==> config.mk <==
export PLATFORM = sky130hd
export DESIGN_NAME = alu_serial_ctrl_flat
export DESIGN_NICKNAME = d
export VERILOG_FILES = /design/src/rtl/alu_pkg.sv /design/src/rtl/alu_serial_ctrl_if.sv /design/src/rtl/alu_frame_deser.sv /design/src/rtl/alu_serial_ctrl.sv /design/src/flat_wrapper.sv
export SDC_FILE = /design/constraint.sdc
export NUM_CORES = 1
export LEC_CHECK = 0
export ABC_AREA = 1
export BUFFER_PORTS_ARGS = -buffer_cell sky130_fd_sc_hd__buf_2
export CAP_MARGIN = 20
export CELL_PAD_IN_SITES_DETAIL_PLACEMENT = 1
export CELL_PAD_IN_SITES_GLOBAL_PLACEMENT = 2
export CORE_UTILIZATION = 30
export CTS_BUF_LIST = sky130_fd_sc_hd__clkbuf_16
export CTS_CLUSTER_SIZE = 24
export DETAILED_ROUTE_END_ITERATION = 10
export GPL_TIMING_DRIVEN = 0
export PLACE_DENSITY = 0.7
export SYNTH_ARGS = -nofsm -noshare
export SYNTH_HDL_FRONTEND = slang
export SYNTH_SLANG_ARGS = --single-unit
==> constraint.sdc <==
create_clock -name clk -period 1.7 [get_ports clk]
set_input_delay 0.34 -clock clk [delete_from_list [all_inputs] [get_ports clk]]
set_output_delay 0.34 -clock clk [all_outputs]
set_load 0.005 [all_outputs]
==> src/rtl/alu_pkg.sv <==
// Shared types, frame geometry and parity/framing helpers for the serial ALU controller.
package alu_pkg;

  localparam int FRAME_W   = 10;
  localparam int SEND_BITS = 3 * FRAME_W;

  typedef enum logic {
    DATA = 1'b0,
    CMD  = 1'b1
  } payload_type_t;

  typedef enum logic [2:0] {
    IDLE     = 3'd0,
    SEND     = 3'd1,
    WAIT_RSP = 3'd2,
    RECV     = 3'd3,
    DONE     = 3'd4
  } ctrl_state_t;

  // Parity bit that makes the XOR of frame bits [9:1] equal to bit [0].
  function automatic logic frame_parity(input logic [FRAME_W-2:0] head);
    return ^head;
  endfunction

  function automatic logic [FRAME_W-1:0] build_frame(input payload_type_t ptype,
                                                     input logic [7:0]    data);
    logic [FRAME_W-2:0] head;
    head = {ptype, data};
    return {head, frame_parity(head)};
  endfunction

endpackage

==> src/rtl/alu_serial_ctrl_if.sv <==
// Request/response bus between a client and the serial ALU controller.
interface alu_serial_ctrl_if;

  // Both channels: a transfer happens on a clock edge where valid and ready are
  // both 1; the source keeps valid and its payload stable until that edge.
  logic        req_valid;
  logic        req_ready;
  logic [7:0]  req_a;
  logic [7:0]  req_b;
  logic [7:0]  req_op;

  logic        rsp_valid;
  logic        rsp_ready;
  logic [7:0]  rsp_status;
  logic [15:0] rsp_data;
  logic [2:0]  rsp_perr;
  logic        rsp_timeout;

  modport master (
    output req_valid, req_a, req_b, req_op, rsp_ready,
    input  req_ready, rsp_valid, rsp_status, rsp_data, rsp_perr, rsp_timeout
  );

  modport slave (
    input  req_valid, req_a, req_b, req_op, rsp_ready,
    output req_ready, rsp_valid, rsp_status, rsp_data, rsp_perr, rsp_timeout
  );

endinterface

==> src/rtl/alu_frame_deser.sv <==
// MSB-first 10-bit frame shift-in with bit counter and parity check; reused for each response frame.
module alu_frame_deser
  import alu_pkg::*;
(
  input  logic       clk,
  input  logic       rst_n,
  input  logic       clear,
  input  logic       shift_en,
  input  logic       bit_in,
  output logic       frame_done,
  output logic [7:0] frame_data,
  output logic       frame_perr
);

  logic [FRAME_W-2:0] shreg_q, shreg_d;
  logic [3:0]         cnt_q, cnt_d;
  logic [FRAME_W-1:0] frame_full;

  // Completion is reported on the edge that shifts in the last bit, so the
  // caller can capture the frame in the same cycle.
  assign frame_full = {shreg_q, bit_in};
  assign frame_data = frame_full[8:1];
  assign frame_perr = frame_parity(frame_full[FRAME_W-1:1]) != frame_full[0];

  always_comb begin
    shreg_d    = shreg_q;
    cnt_d      = cnt_q;
    frame_done = 1'b0;
    if (clear) begin
      shreg_d = '0;
      cnt_d   = '0;
    end else if (shift_en) begin
      shreg_d = frame_full[FRAME_W-2:0];
      if (cnt_q == 4'(FRAME_W - 1)) begin
        cnt_d      = '0;
        frame_done = 1'b1;
      end else begin
        cnt_d = cnt_q + 4'd1;
      end
    end
  end

  always_ff @(posedge clk or negedge rst_n) begin
    if (!rst_n) begin
      shreg_q <= '0;
      cnt_q   <= '0;
    end else begin
      shreg_q <= shreg_d;
      cnt_q   <= cnt_d;
    end
  end

endmodule

==> src/rtl/alu_serial_ctrl.sv <==
// Sends {a, b, op} to a bit-serial ALU as three framed words and collects the
// three-frame response (status, MSB, LSB) with parity checking and a wait timeout.
module alu_serial_ctrl
  import alu_pkg::*;
#(
  parameter int TIMEOUT_CYC = 1023
) (
  input  logic        clk,
  input  logic        rst_n,
  alu_serial_ctrl_if.slave bus,
  output logic        din,
  output logic        enable_n,
  input  logic        dout,
  input  logic        dout_valid,
  output ctrl_state_t dbg_state
);

  localparam int TMO_W = $clog2(TIMEOUT_CYC + 1);

  ctrl_state_t          state_q, state_d;
  logic                 req_ready_q, req_ready_d;
  logic                 din_q, din_d;
  logic                 enable_n_q, enable_n_d;
  logic [SEND_BITS-1:0] tx_q, tx_d;
  logic [4:0]           snd_cnt_q, snd_cnt_d;
  logic [TMO_W-1:0]     tmo_cnt_q, tmo_cnt_d;
  logic [1:0]           frm_idx_q, frm_idx_d;
  logic                 rsp_valid_q, rsp_valid_d;
  logic [7:0]           rsp_status_q, rsp_status_d;
  logic [15:0]          rsp_data_q, rsp_data_d;
  logic [2:0]           rsp_perr_q, rsp_perr_d;
  logic                 rsp_timeout_q, rsp_timeout_d;

  logic [SEND_BITS-1:0] tx_word;
  logic                 deser_clear;
  logic                 deser_shift;
  logic                 deser_done;
  logic [7:0]           deser_data;
  logic                 deser_perr;

  assign tx_word = {build_frame(DATA, bus.req_a),
                    build_frame(DATA, bus.req_b),
                    build_frame(CMD,  bus.req_op)};

  alu_frame_deser u_deser (
    .clk        (clk),
    .rst_n      (rst_n),
    .clear      (deser_clear),
    .shift_en   (deser_shift),
    .bit_in     (dout),
    .frame_done (deser_done),
    .frame_data (deser_data),
    .frame_perr (deser_perr)
  );

  always_comb begin
    state_d       = state_q;
    req_ready_d   = req_ready_q;
    din_d         = din_q;
    enable_n_d    = enable_n_q;
    tx_d          = tx_q;
    snd_cnt_d     = snd_cnt_q;
    tmo_cnt_d     = tmo_cnt_q;
    frm_idx_d     = frm_idx_q;
    rsp_valid_d   = rsp_valid_q;
    rsp_status_d  = rsp_status_q;
    rsp_data_d    = rsp_data_q;
    rsp_perr_d    = rsp_perr_q;
    rsp_timeout_d = rsp_timeout_q;
    deser_clear   = 1'b0;
    deser_shift   = 1'b0;

    case (state_q)
      IDLE: begin
        if (bus.req_valid && req_ready_q) begin
          // The first bit goes out on the accept edge; the rest of the word is
          // held so the request fields may change afterwards.
          din_d         = tx_word[SEND_BITS-1];
          tx_d          = {tx_word[SEND_BITS-2:0], 1'b0};
          enable_n_d    = 1'b0;
          snd_cnt_d     = 5'd1;
          req_ready_d   = 1'b0;
          rsp_status_d  = '0;
          rsp_data_d    = '0;
          rsp_perr_d    = '0;
          rsp_timeout_d = 1'b0;
          deser_clear   = 1'b1;
          state_d       = SEND;
        end
      end

      SEND: begin
        if (snd_cnt_q == 5'(SEND_BITS)) begin
          enable_n_d = 1'b1;
          din_d      = 1'b0;
          snd_cnt_d  = '0;
          tmo_cnt_d  = '0;
          state_d    = WAIT_RSP;
        end else begin
          din_d     = tx_q[SEND_BITS-1];
          tx_d      = {tx_q[SEND_BITS-2:0], 1'b0};
          snd_cnt_d = snd_cnt_q + 5'd1;
        end
      end

      WAIT_RSP: begin
        if (dout_valid) begin
          deser_shift = 1'b1;
          frm_idx_d   = '0;
          tmo_cnt_d   = '0;
          state_d     = RECV;
        end else if (tmo_cnt_q == TMO_W'(TIMEOUT_CYC - 1)) begin
          tmo_cnt_d     = '0;
          rsp_valid_d   = 1'b1;
          rsp_timeout_d = 1'b1;
          rsp_status_d  = '0;
          rsp_data_d    = '0;
          rsp_perr_d    = '0;
          state_d       = DONE;
        end else begin
          tmo_cnt_d = tmo_cnt_q + TMO_W'(1);
        end
      end

      RECV: begin
        deser_shift = 1'b1;
        if (deser_done) begin
          frm_idx_d = frm_idx_q + 2'd1;
          if (frm_idx_q == 2'd0) begin
            rsp_status_d  = deser_data;
            rsp_perr_d[0] = deser_perr;
          end else if (frm_idx_q == 2'd1) begin
            rsp_data_d[15:8] = deser_data;
            rsp_perr_d[1]    = deser_perr;
          end else begin
            rsp_data_d[7:0] = deser_data;
            rsp_perr_d[2]   = deser_perr;
            frm_idx_d       = '0;
            rsp_valid_d     = 1'b1;
            state_d         = DONE;
          end
        end
      end

      DONE: begin
        if (bus.rsp_ready) begin
          rsp_valid_d = 1'b0;
          req_ready_d = 1'b1;
          state_d     = IDLE;
        end
      end

      default: begin
        state_d     = IDLE;
        req_ready_d = 1'b1;
        enable_n_d  = 1'b1;
        din_d       = 1'b0;
        rsp_valid_d = 1'b0;
      end
    endcase
  end

  always_ff @(posedge clk or negedge rst_n) begin
    if (!rst_n) begin
      state_q       <= IDLE;
      req_ready_q   <= 1'b1;
      din_q         <= 1'b0;
      enable_n_q    <= 1'b1;
      tx_q          <= '0;
      snd_cnt_q     <= '0;
      tmo_cnt_q     <= '0;
      frm_idx_q     <= '0;
      rsp_valid_q   <= 1'b0;
      rsp_status_q  <= '0;
      rsp_data_q    <= '0;
      rsp_perr_q    <= '0;
      rsp_timeout_q <= 1'b0;
    end else begin
      state_q       <= state_d;
      req_ready_q   <= req_ready_d;
      din_q         <= din_d;
      enable_n_q    <= enable_n_d;
      tx_q          <= tx_d;
      snd_cnt_q     <= snd_cnt_d;
      tmo_cnt_q     <= tmo_cnt_d;
      frm_idx_q     <= frm_idx_d;
      rsp_valid_q   <= rsp_valid_d;
      rsp_status_q  <= rsp_status_d;
      rsp_data_q    <= rsp_data_d;
      rsp_perr_q    <= rsp_perr_d;
      rsp_timeout_q <= rsp_timeout_d;
    end
  end

  assign din             = din_q;
  assign enable_n        = enable_n_q;
  assign dbg_state       = state_q;
  assign bus.req_ready   = req_ready_q;
  assign bus.rsp_valid   = rsp_valid_q;
  assign bus.rsp_status  = rsp_status_q;
  assign bus.rsp_data    = rsp_data_q;
  assign bus.rsp_perr    = rsp_perr_q;
  assign bus.rsp_timeout = rsp_timeout_q;

endmodule
==> src/flat_wrapper.sv <==
// flat-port wrapper written by rule: the top's interface ports become plain ports
module alu_serial_ctrl_flat import alu_pkg::*;
#(
  parameter int TIMEOUT_CYC = 1023
)
  (clk, rst_n, din, enable_n, dout, dout_valid, dbg_state, bus_req_valid, bus_req_a, bus_req_b, bus_req_op, bus_rsp_ready, bus_req_ready, bus_rsp_valid, bus_rsp_status, bus_rsp_data, bus_rsp_perr, bus_rsp_timeout);
  alu_serial_ctrl_if bus_i ();
  input  logic clk;
  input  logic rst_n;
  output logic din;
  output logic enable_n;
  input  logic dout;
  input  logic dout_valid;
  output ctrl_state_t dbg_state;
  input wire logic [$bits(bus_i.req_valid)-1:0] bus_req_valid;
  input wire logic [$bits(bus_i.req_a)-1:0] bus_req_a;
  input wire logic [$bits(bus_i.req_b)-1:0] bus_req_b;
  input wire logic [$bits(bus_i.req_op)-1:0] bus_req_op;
  input wire logic [$bits(bus_i.rsp_ready)-1:0] bus_rsp_ready;
  output wire logic [$bits(bus_i.req_ready)-1:0] bus_req_ready;
  output wire logic [$bits(bus_i.rsp_valid)-1:0] bus_rsp_valid;
  output wire logic [$bits(bus_i.rsp_status)-1:0] bus_rsp_status;
  output wire logic [$bits(bus_i.rsp_data)-1:0] bus_rsp_data;
  output wire logic [$bits(bus_i.rsp_perr)-1:0] bus_rsp_perr;
  output wire logic [$bits(bus_i.rsp_timeout)-1:0] bus_rsp_timeout;
  assign bus_i.req_valid = bus_req_valid;
  assign bus_i.req_a = bus_req_a;
  assign bus_i.req_b = bus_req_b;
  assign bus_i.req_op = bus_req_op;
  assign bus_i.rsp_ready = bus_rsp_ready;
  assign bus_req_ready = bus_i.req_ready;
  assign bus_rsp_valid = bus_i.rsp_valid;
  assign bus_rsp_status = bus_i.rsp_status;
  assign bus_rsp_data = bus_i.rsp_data;
  assign bus_rsp_perr = bus_i.rsp_perr;
  assign bus_rsp_timeout = bus_i.rsp_timeout;
  alu_serial_ctrl #(.TIMEOUT_CYC(TIMEOUT_CYC)) u_core (.clk(clk), .rst_n(rst_n), .bus(bus_i), .din(din), .enable_n(enable_n), .dout(dout), .dout_valid(dout_valid), .dbg_state(dbg_state));
endmodule
==> Yosys cells after proc, flatten, opt, wreduce, memory -nomap -nowiden <==
Cells that the tools add are included.
Widths: inputs -> output; s select.
{ "op_classes": {"n_reduce_logical": 29, "mux": 74, "n_eq_ne": 22, "bitwise_logic": 3, "add_sub_neg": 4} }
{ "ops": {"columns": ["cell", "count"], "rows": [
  ["$mux 16", 5],
  ["$mux 30", 2],
  ["$pmux 30 s2", 1],
  ["$mux 8", 7],
  ["$pmux 16 s3", 1],
  ["$mux 3", 12],
  ["$reduce_xor 9->1", 4],
  ["$mux 10", 3],
  ["$reduce_and 7->1", 4],
  ["$pmux 8 s3", 1],
  ["$pmux 10 s2", 1],
  ["$mux 1", 19],
  ["$mux 9", 2],
  ["$pmux 3 s5", 1],
  ["$mux 4", 3],
  ["$ne 2x1->1 const B", 6],
  ["$ne 2x2->1 const B", 6],
  ["$reduce_and 3->1", 4],
  ["$add 10x1->10 const B", 1],
  ["$eq 10x10->1 const B", 1],
  ["$mux 2", 5],
  ["$mux 5", 2],
  ["$pmux 5 s2", 1],
  ["$reduce_bool 2->1", 5],
  ["26 further kinds", 35]
]} }
{ "word_totals": {"output_inout_bits": 35, "register_bits": 95, "in_bits": 30} }

==> Logic depth before layout (Yosys ltp) <==
Gate-level depths: netlist of run 1.
{ "depth": {"word_depth": 6, "depth_mapped": 12} }

==> By module <==
A second synthesis of run 1 with hierarchy kept.
{ "unflattened": {"cells_unflattened": 724, "hier_area_um2": 5515.3} }
{ "by_module_without_submodules": {"columns": ["module", "seq_area_each_um2", "instances", "area_each_um2", "cells_per_inst"], "rows": [
  ["alu_serial_ctrl", 2029.4, 1, 4734.5, 620],
  ["alu_frame_deser", 325.3, 1, 780.7, 104]
]} }

==> Least setup slack after synthesis of run 1 <==
Ideal clock, no wire load.
{ "synth_path": {"path_type": "reg2reg", "from": "reg u_core.tmo_cnt_q[0]", "to": "reg u_core.rsp_data_q[6], in the netlist u_core.bus.rsp_data[6]", "arrival_ns": 1.503, "stages_incl_launch_ff": 13, "setup_slack_ns": 0.077, "synth_period_minus_slack_ns": 1.623, "path_buffers": 1, "cell_sequence": "dfrtp_1 > inv_1 > ha_1 > inv_1 > nor2_1 > nand3_2 > nand2_4 > nand2_2 > nor2_2 > nand2_4 > buf_6 > nand2_2 > o21ai_2"} }
{ "synth_between": {"elab_chain_cells": 3} }
{ "synth_lines": {"columns": ["item", "line_no", "source"], "rows": [
  ["start, declared", "alu_serial_ctrl.sv:26", "logic [TMO_W-1:0] tmo_cnt_q, tmo_cnt_d;"],
  ["start signal, assigned", "alu_serial_ctrl.sv:185", "tmo_cnt_q <= tmo_cnt_d;"],
  ["$eq 10x10->1", "alu_serial_ctrl.sv:112", "end else if (tmo_cnt_q == TMO_W'(TIMEOUT_CYC - 1)) begin"],
  ["$ne 2x1->1 (no line)", null, null],
  ["$reduce_and 7->1 (no line)", null, null],
  ["end signal, assigned", "alu_serial_ctrl.sv:189", "rsp_data_q <= rsp_data_d;"],
  ["end, declared", "alu_serial_ctrl.sv:30", "logic [15:0] rsp_data_q, rsp_data_d;"]
]} }
Every way passes these cells.
A chain may end at the register's enable or synchronous reset.

==> Worst setup path in the final report of run 1 <==
{ "layout_path": {"from": "reg u_core.state_q[1], in the netlist u_core.dbg_state[1]", "to": "reg u_core.rsp_status_q[2], in the netlist u_core.bus.rsp_status[2]"} }
{ "layout_between": {"elab_chain_cells": 6, "word_cells_on_any_way": 15, "cone_classes": "eq/ne: 7; mux: 5; reduce/logical: 3"} }
{ "layout_lines": {"columns": ["item", "line_no", "source"], "rows": [
  ["start, declared", "alu_serial_ctrl.sv:20", "ctrl_state_t state_q, state_d;"],
  ["start signal, assigned", "alu_serial_ctrl.sv:179", "state_q <= state_d;"],
  ["$eq 3x2->1", "alu_serial_ctrl.sv:73", "case (state_q)"],
  ["$pmux 1 s2", "alu_serial_ctrl.sv:73", null],
  ["$mux 1", "alu_frame_deser.sv:32", "end else if (shift_en) begin"],
  ["$mux 1", "alu_frame_deser.sv:29", "if (clear) begin"],
  ["$ne 2x1->1 (no line)", null, null],
  ["$reduce_and 6->1 (no line)", null, null],
  ["end signal, assigned", "alu_serial_ctrl.sv:188", "rsp_status_q <= rsp_status_d;"],
  ["end, declared", "alu_serial_ctrl.sv:29", "logic [7:0] rsp_status_q, rsp_status_d;"]
]} }
Parallel ways exist; a longest one is shown, timed or not.

==> run summary, run 1 <==
crit-path max FO: 5
Clock Tree Root: clkbuf_16
die height: 129.8 um
vias in the first global route: 4385
IO Port Bufs: 64
WP buf/inv: 4
PwrDens: 1994 nW/um2
Leak: 3.168 nW
Seq/Total Area, Yosys: 48.06%
Synth Register Bits: 94
num ports: 65
Top cell by count, worst path: nor2_4
failing checks: negative hold slack
Area contributors post-synth: dfrtp_1, nand2_1, inv_1, xnor2_1, nor2_1
fillcell total: 1926
switching pwr: 5.877 mW
Worst path slowest cell: dfrtp_2
Post-Layout Cell Count: 920
via count: 4254
Critical Path RT: 1950 ps
hold_buf cts: 0
row cnt: 46
yosys warns: 0
dominant cell type by area after synthesis: dfrtp_1
Synth top area share: 46.99%
Via density: 4.624
Post-Syn Area: 4900 um2
max-cap viol count: 0
share of cells above drive strength 1: 36.65%
family with the most delay on the worst path: simple AND/OR/NAND/NOR gates
Worst path max stage delay: 450 ps
CTS tree: yes
drt total wl: 13.45 mm
minimum clock period after layout: 1676 ps
Final period util: 98.58%
crit start category: flip-flop
total CTS buffers: 9
Residual DRC: 0
Worst slew margin: 56.92%
core area: 15940 um2
WP data arrival: 1930 ps
clock latency on the worst-skew pair: 360 ps
outcome: finished, violations left
Initial Util: 30.73%
WL/cell: 14.62 um
Tot Pwr: 13.32 mW
Int Pwr: 7.445 mW
nets: 735
RSZ-0062 raised after global routing: yes
Die Footprint: 16850 um2
f_max: 596.7 MHz
GPL Wtd Cong: 0.7510
syn_nets: 614
Util after Layout: 41.91%
initial antenna violation count: 0
most frequent cells after synthesis: nand2_1, dfrtp_1, inv_1
Horiz. Die Dim: 129.8 um
top-count cell post-synth: nand2_1
number of synthesized flops with an enable pin: 0
Worst Hold Class: input pin to async pin
diode count: 0
CP cell instances: buf_6 -> inv_4 -> nor2_4 -> nand2_4 -> nor2_4 -> nor2_4 -> nand3_4 -> nor2_4 -> inv_4 -> buf_6 -> nand2_1 -> o21ai_2
setup violators final: 0
clock skew: 4.565 ps
area of the multi-input gates: 2525 um2
area grow syn2layout: 36.36%
Reg clk slew, reported paths: 70 ps
Starting DRT DRC Count: 110
worst slew pin tran: 646.2 ps
Synth cell types: 35
post-detailed-route count of antenna-violating nets: 0
final count of pins violating max slew: 0
Tot GR Track Use: 16.82%
Longest Clk Path Bufs: 2
clock share of power: 15.1%
Mapped Avg Cell Area: 8.477 um2
Post-Synthesis Cells: 578
Pre-antenna DRT Iters: 4
Reg power frac: 27.6%
Crit Path Class: flip-flop to flip-flop
Hold Slack: -7.452 ps
first-pass GRT wire length: 21.90 mm
Placed Instances: 859
Reg area: 2361 um2
Congestion Overflow GR: 0
H-tree lvl count: 3
Worst Setup End Kind: flip-flop
fraction of registers with async set/reset: 100.0%
Comb power frac: 57.3%
top_reg_cell synth: dfrtp_1
Switching Share: 44.12%
Max VDD drop: 674.5 uV
Post-DP HPWL: 9.256 mm
Hold Vio Cnt, Final: 2
largest net degree at the start of global routing: 49
CTS sink count: 94
final timing paths:
path | startpoint | endpoint | slack, ps | cells after the start
hold / removal | rst_n | u_core.tmo_cnt_q[8] | -7 | 1
setup reg to reg | u_core.dbg_state[1] | u_core.bus.rsp_status[2] | 20 | 12
setup / recovery | u_core.dbg_state[1] | u_core.bus.rsp_status[2] | 20 | 12
hold reg to reg | u_core.bus.rsp_valid | u_core.bus.rsp_valid | 480 | 2
max in group asynchronous | rst_n | u_core.enable_n | 990 | 2
min in group clk | bus_rsp_ready | u_core.dbg_state[2] | 230 | 2
power groups by stage:
stage	Combinational (mW)	Sequential [mW]	Clock, mW
2_1_floorplan	3.85	3.53	0
3_3_place_gp	5.12	3.65	0
3_5_place_dp	5.26	3.67	0
4_1_cts	6.02	3.62	2.08
5_1_grt	8.47	3.80	2.17
6_report	7.63	3.68	2.02
metal layers:
metal | wire [um] | track usage (%) | vias to the layer above | share of wire [%]
li1 | - | - | 2129 | -
met2 | 6748 | 28.66 | 62 | 50
met1 | 6101 | 21.15 | 2049 | 45
met4 | 215 | 6.772 | 0 | 1.6
met5 | 0 | 0 | - | 0
met3 | 383 | 2.870 | 14 | 2.8
registers in the layout, summed over array words and instances (netlist names):
signal,cells
u_core.frm_idx_q,2
u_core.u_deser.shreg_q,9
u_core.bus.rsp_valid,1
u_core.snd_cnt_q,5
u_core.tmo_cnt_q,10
u_core.u_deser.cnt_q,4
u_core.enable_n,1
u_core.tx_q,29
u_core.dbg_state,3
u_core.bus.req_ready,1
u_core.din,1
u_core.bus.rsp_data,16
u_core.bus.rsp_perr,3
u_core.bus.rsp_status,8
u_core.bus.rsp_timeout,1
cells by family (layout without fill, tap and decap cells):
group / after synthesis / after routing / synth area share, %
buf+inv: 74 / 199 / 6.742
flops: 94 / 94 / 48.06
simple gates: 277 / 278 / 26.02
fa+ha+maj: 6 / 6 / 1.532
compound gates: 96 / 96 / 12.10
xor+xnor: 31 / 31 / 5.541
stage by stage:
stage	worst slack [ps]	TNS, ps	area, um2
2_1_floorplan	76.57	0	4900
3_3_place_gp	-760.7	-76630	5490
3_5_place_dp	-217.6	-9221	5520
4_1_cts	-9.505	-44.94	6062
5_1_grt	-65.54	-1246	6681
6_report	24.06	0	6681
what timing repair did:
action / in CTS / in global routing
cloned: 2 / 6
setup endpoints to repair: 75 / 78
setup buffers: 20 / 17
gates resized for setup: 25 / 115
pin swaps: 9 / 22
cell usage in the layout (no fill, tap or decap), drive strengths merged:
cell type,synthesis,final
nand2,175,175
buf,11,113
dfrtp,92,92
inv,58,61
nor2,59,59
o21ai,53,53
nand3,28,28
xnor2,20,20
clkbuf,5,20
a31oi,18,18
xor2,11,11
o22ai,10,10
a21oi,8,8
nand4,7,8
o211ai,6,6
nor3,6,6
ha,6,6
clkinv,0,4
dfstp,2,2
nor4,1,1
nand3b,1,1
o31ai,1,1
clkinvlp,0,1
worst reg2reg max path, cell delays in order (launching register included):
cell     delay, ps
dfrtp_2        450
buf_6          130
inv_4           50
nor2_4          40
nand2_4         80
nor2_4          60
nor2_4         210
nand3_4        100
nor2_4         140
inv_4           70
buf_6          130
nand2_1         60
o21ai_2         50
layout make-up:
cell class                      count  area share (%)
Multi-Input combinational cell    411           37.79
Sequential cell                    94           35.34
Timing Repair Buffer              108           12.21
Tap cell                          216           4.045
Inverter                           58           3.745
Clock buffer                        9           3.371
Buffer                             16           2.434
Clock inverter                      7          0.9363
Timing Repair inverter              1          0.1311
No activity file was read; power rests on OpenSTA's default activity.
==> run 2: changes to the inputs <==
==> constraint.sdc (replaced) <==
create_clock -name clk -period 1.7 [get_ports clk]
set_input_delay 0.17 -clock clk [delete_from_list [all_inputs] [get_ports clk]]
set_output_delay 0.17 -clock clk [all_outputs]
set_load 0.005 [all_outputs]
==> run summary, run 2 (synthesized netlist as in run 1, its figures left out) <==
Starting DRT DRC Count: 106 (-3.6%)
f_max: 597.0 MHz (about the same)
r2r endpoint: u_core.bus.rsp_status[2]
max reg flops: 29 (unchanged)
vias in the first global route: 4392 (+0.16%)
Reg clk slew, reported paths: 70 ps (about the same)
Tot Pwr: 13.31 mW (about the same)
Hold Path Stages: 2
most frequent cells in the layout: nand2_1, dfrtp_1, buf_2, inv_1, nor2_1
Reg2Reg Setup Slack: 30 ps (about the same)
Reg2Reg Launch Point: u_core.dbg_state[1]
Worst Setup End Kind: flip-flop
setup violators final: 0 (unchanged)
crit start category: flip-flop
core area: 15940 um2 (unchanged)
most common cell after layout, fill and taps aside: nand2_1
outcome: finished, final reports clean
Clock Tree Root: clkbuf_16
CTS sink count: 94 (unchanged)
minimum clock period after layout: 1675 ps (-0.9550 ps)
fillcell total: 1924 (-0.10%)
Post-Layout Cell Count: 921 (+0.11%)
Tot GR Track Use: 16.82% (about the same)
Hold Vio Cnt, Final: 0 (-2)
die height: 129.8 um (unchanged)
Final period util: 98.53% (about the same)
Leak: 3.172 nW (+0.13%)
final count of pins violating max slew: 0 (unchanged)
clock skew: 5.028 ps (+0.4633 ps)
clock latency on the worst-skew pair: 360 ps (about the same)
area grow syn2layout: 36.57%
total CTS buffers: 9 (unchanged)
Horiz. Die Dim: 129.8 um (unchanged)
Util after Layout: 41.97% (+0.063 points)
Die Footprint: 16850 um2 (unchanged)
IO Port Bufs: 64 (unchanged)
Max VDD drop: 673.6 uV (-0.13%)
CTS tree: yes
post-detailed-route count of antenna-violating nets: 0 (unchanged)
initial antenna violation count: 0 (unchanged)
design area: 6691 um2 (+0.15%)
row cnt: 46 (unchanged)
Worst Hold Class: input pin to flip-flop
PwrDens: 1990 nW/um2 (-0.22%)
Via density: 4.625 (about the same)
Most flops, register: u_core.tx_q
drt total wl: 13.41 mm (-0.27%)
GPL Wtd Cong: 0.7510 (unchanged)
WP data arrival: 1930 ps (about the same)
worst hold endpoint: u_core.dbg_state[2]
Placed Instances: 859 (unchanged)
area of the multi-input gates: 2525 um2 (unchanged)
num ports: 65 (unchanged)
largest net degree at the start of global routing: 49 (unchanged)
H-tree lvl count: 3 (unchanged)
Post-DP Area: 5520 um2 (unchanged)
Hold Path Origin: bus_rsp_ready
via count: 4260 (+0.14%)
Pre-antenna DRT Iters: 4 (unchanged)
reg2reg path depth: 12 (unchanged)
Reg area: 2361 um2 (unchanged)
Critical Path RT: 1950 ps (about the same)
max-cap viol count: 0 (unchanged)
Initial Util: 30.73% (unchanged)
crit-path max FO: 5 (unchanged)
share of cells above drive strength 1: 36.60% (-0.052 points)
Post-DP HPWL: 9.256 mm (unchanged)
diode count: 0 (unchanged)
first-pass GRT wire length: 21.91 mm (about the same)
WL/cell: 14.56 um (-0.38%)
Congestion Overflow GR: 0 (unchanged)
RSZ-0062 raised after global routing: yes
nets: 736 (+0.14%)
Crit Path Class: flip-flop to flip-flop
Residual DRC: 0 (unchanged)
Longest Clk Path Bufs: 2 (unchanged)
worst slew pin tran: 640.2 ps (-6.076 ps)
Worst slew margin: 57.32% (+0.40 points)
setup TNS: 0 ps (unchanged)
run 2: cell count changes in the layout (fill, tap and decap cells not counted), sizes merged:
cell / before / now
dlygate4sd3: 0 / 1
run 2: timing repair:
action / in CTS / in global routing
endpoints found under the setup margin: 75 / 78
gates cloned: 2 / 6
buffers inserted: 20 / 17
resized for setup: 25 / 115
hold buffers: 1 / 0
pin swaps: 9 / 22
endpoints found under the hold margin: 46 / 0
run 2: how the worst max path moves through the flow:
stage	startpoint	to	slack, ps	depth (start not counted)
after floorplan	u_core.tmo_cnt_q[0]	u_core.bus.rsp_data[6]	80	12
after global placement	rst_n	u_core.tx_q[16]	-590	1
after detailed placement	u_core.tmo_cnt_q[0]	u_core.bus.rsp_status[6]	-220	12
after CTS	u_core.dbg_state[1]	u_core.bus.rsp_perr[0]	-10	12
after global routing	u_core.dbg_state[1]	u_core.bus.rsp_status[4]	-70	12
final	u_core.dbg_state[1]	u_core.bus.rsp_status[2]	30	12
run 2: layout make-up:
type | instances | area share, %
multi-input cells | 411 | 37.73
flip-flops and latches | 94 | 35.28
repair buffers | 109 | 12.34
well taps | 216 | 4.039
inverters | 58 | 3.740
clock buffers | 9 | 3.366
plain buffers | 16 | 2.431
clock inverters | 7 | 0.9349
repair inverters | 1 | 0.1309
run 2: layer usage:
| layer | part of all wire, % | GRT usage (%) | vias to the layer above |
|---|---|---|---|
| met1 | 45 | 21.15 | 2053 |
| li1 | - | - | 2130 |
| met4 | 1.6 | 6.772 | 0 |
| met5 | 0 | 0 | - |
| met2 | 50 | 28.69 | 63 |
| met3 | 2.8 | 2.870 | 14 |
run 2: critical path, cell delays in order, from the launching register on:
cell and delay [ps]:
dfrtp_2 450, buf_6 130, inv_4 50, nor2_4 40, nand2_4 80, nor2_4 60
nor2_4 200, nand3_4 100, nor2_4 140, inv_4 70, buf_6 130, nand2_1 60
o21ai_2 50
run 2: power breakdown:
| part | internal, mW | switching (mW) | leakage (nW) | total [mW] |
|---|---|---|---|---|
| Clock | 1.02 | 0.986 | 0.139 | 2.01 |
| Combinational | 3.37 | 4.26 | 1.83 | 7.63 |
| Sequential | 3.05 | 0.622 | 1.21 | 3.67 |
run 2: metrics by stage:
| step | hold slack (ps) | setup WS, ps |
|---|---|---|
| final | 65.29 | 25.02 |
| after floorplan | -125.6 | 76.57 |
| after global placement | 409.7 | -590.7 |
| after detailed placement | 238.3 | -217.6 |
| after CTS | 28.75 | -9.505 |
| after global routing | 60.10 | -65.54 |
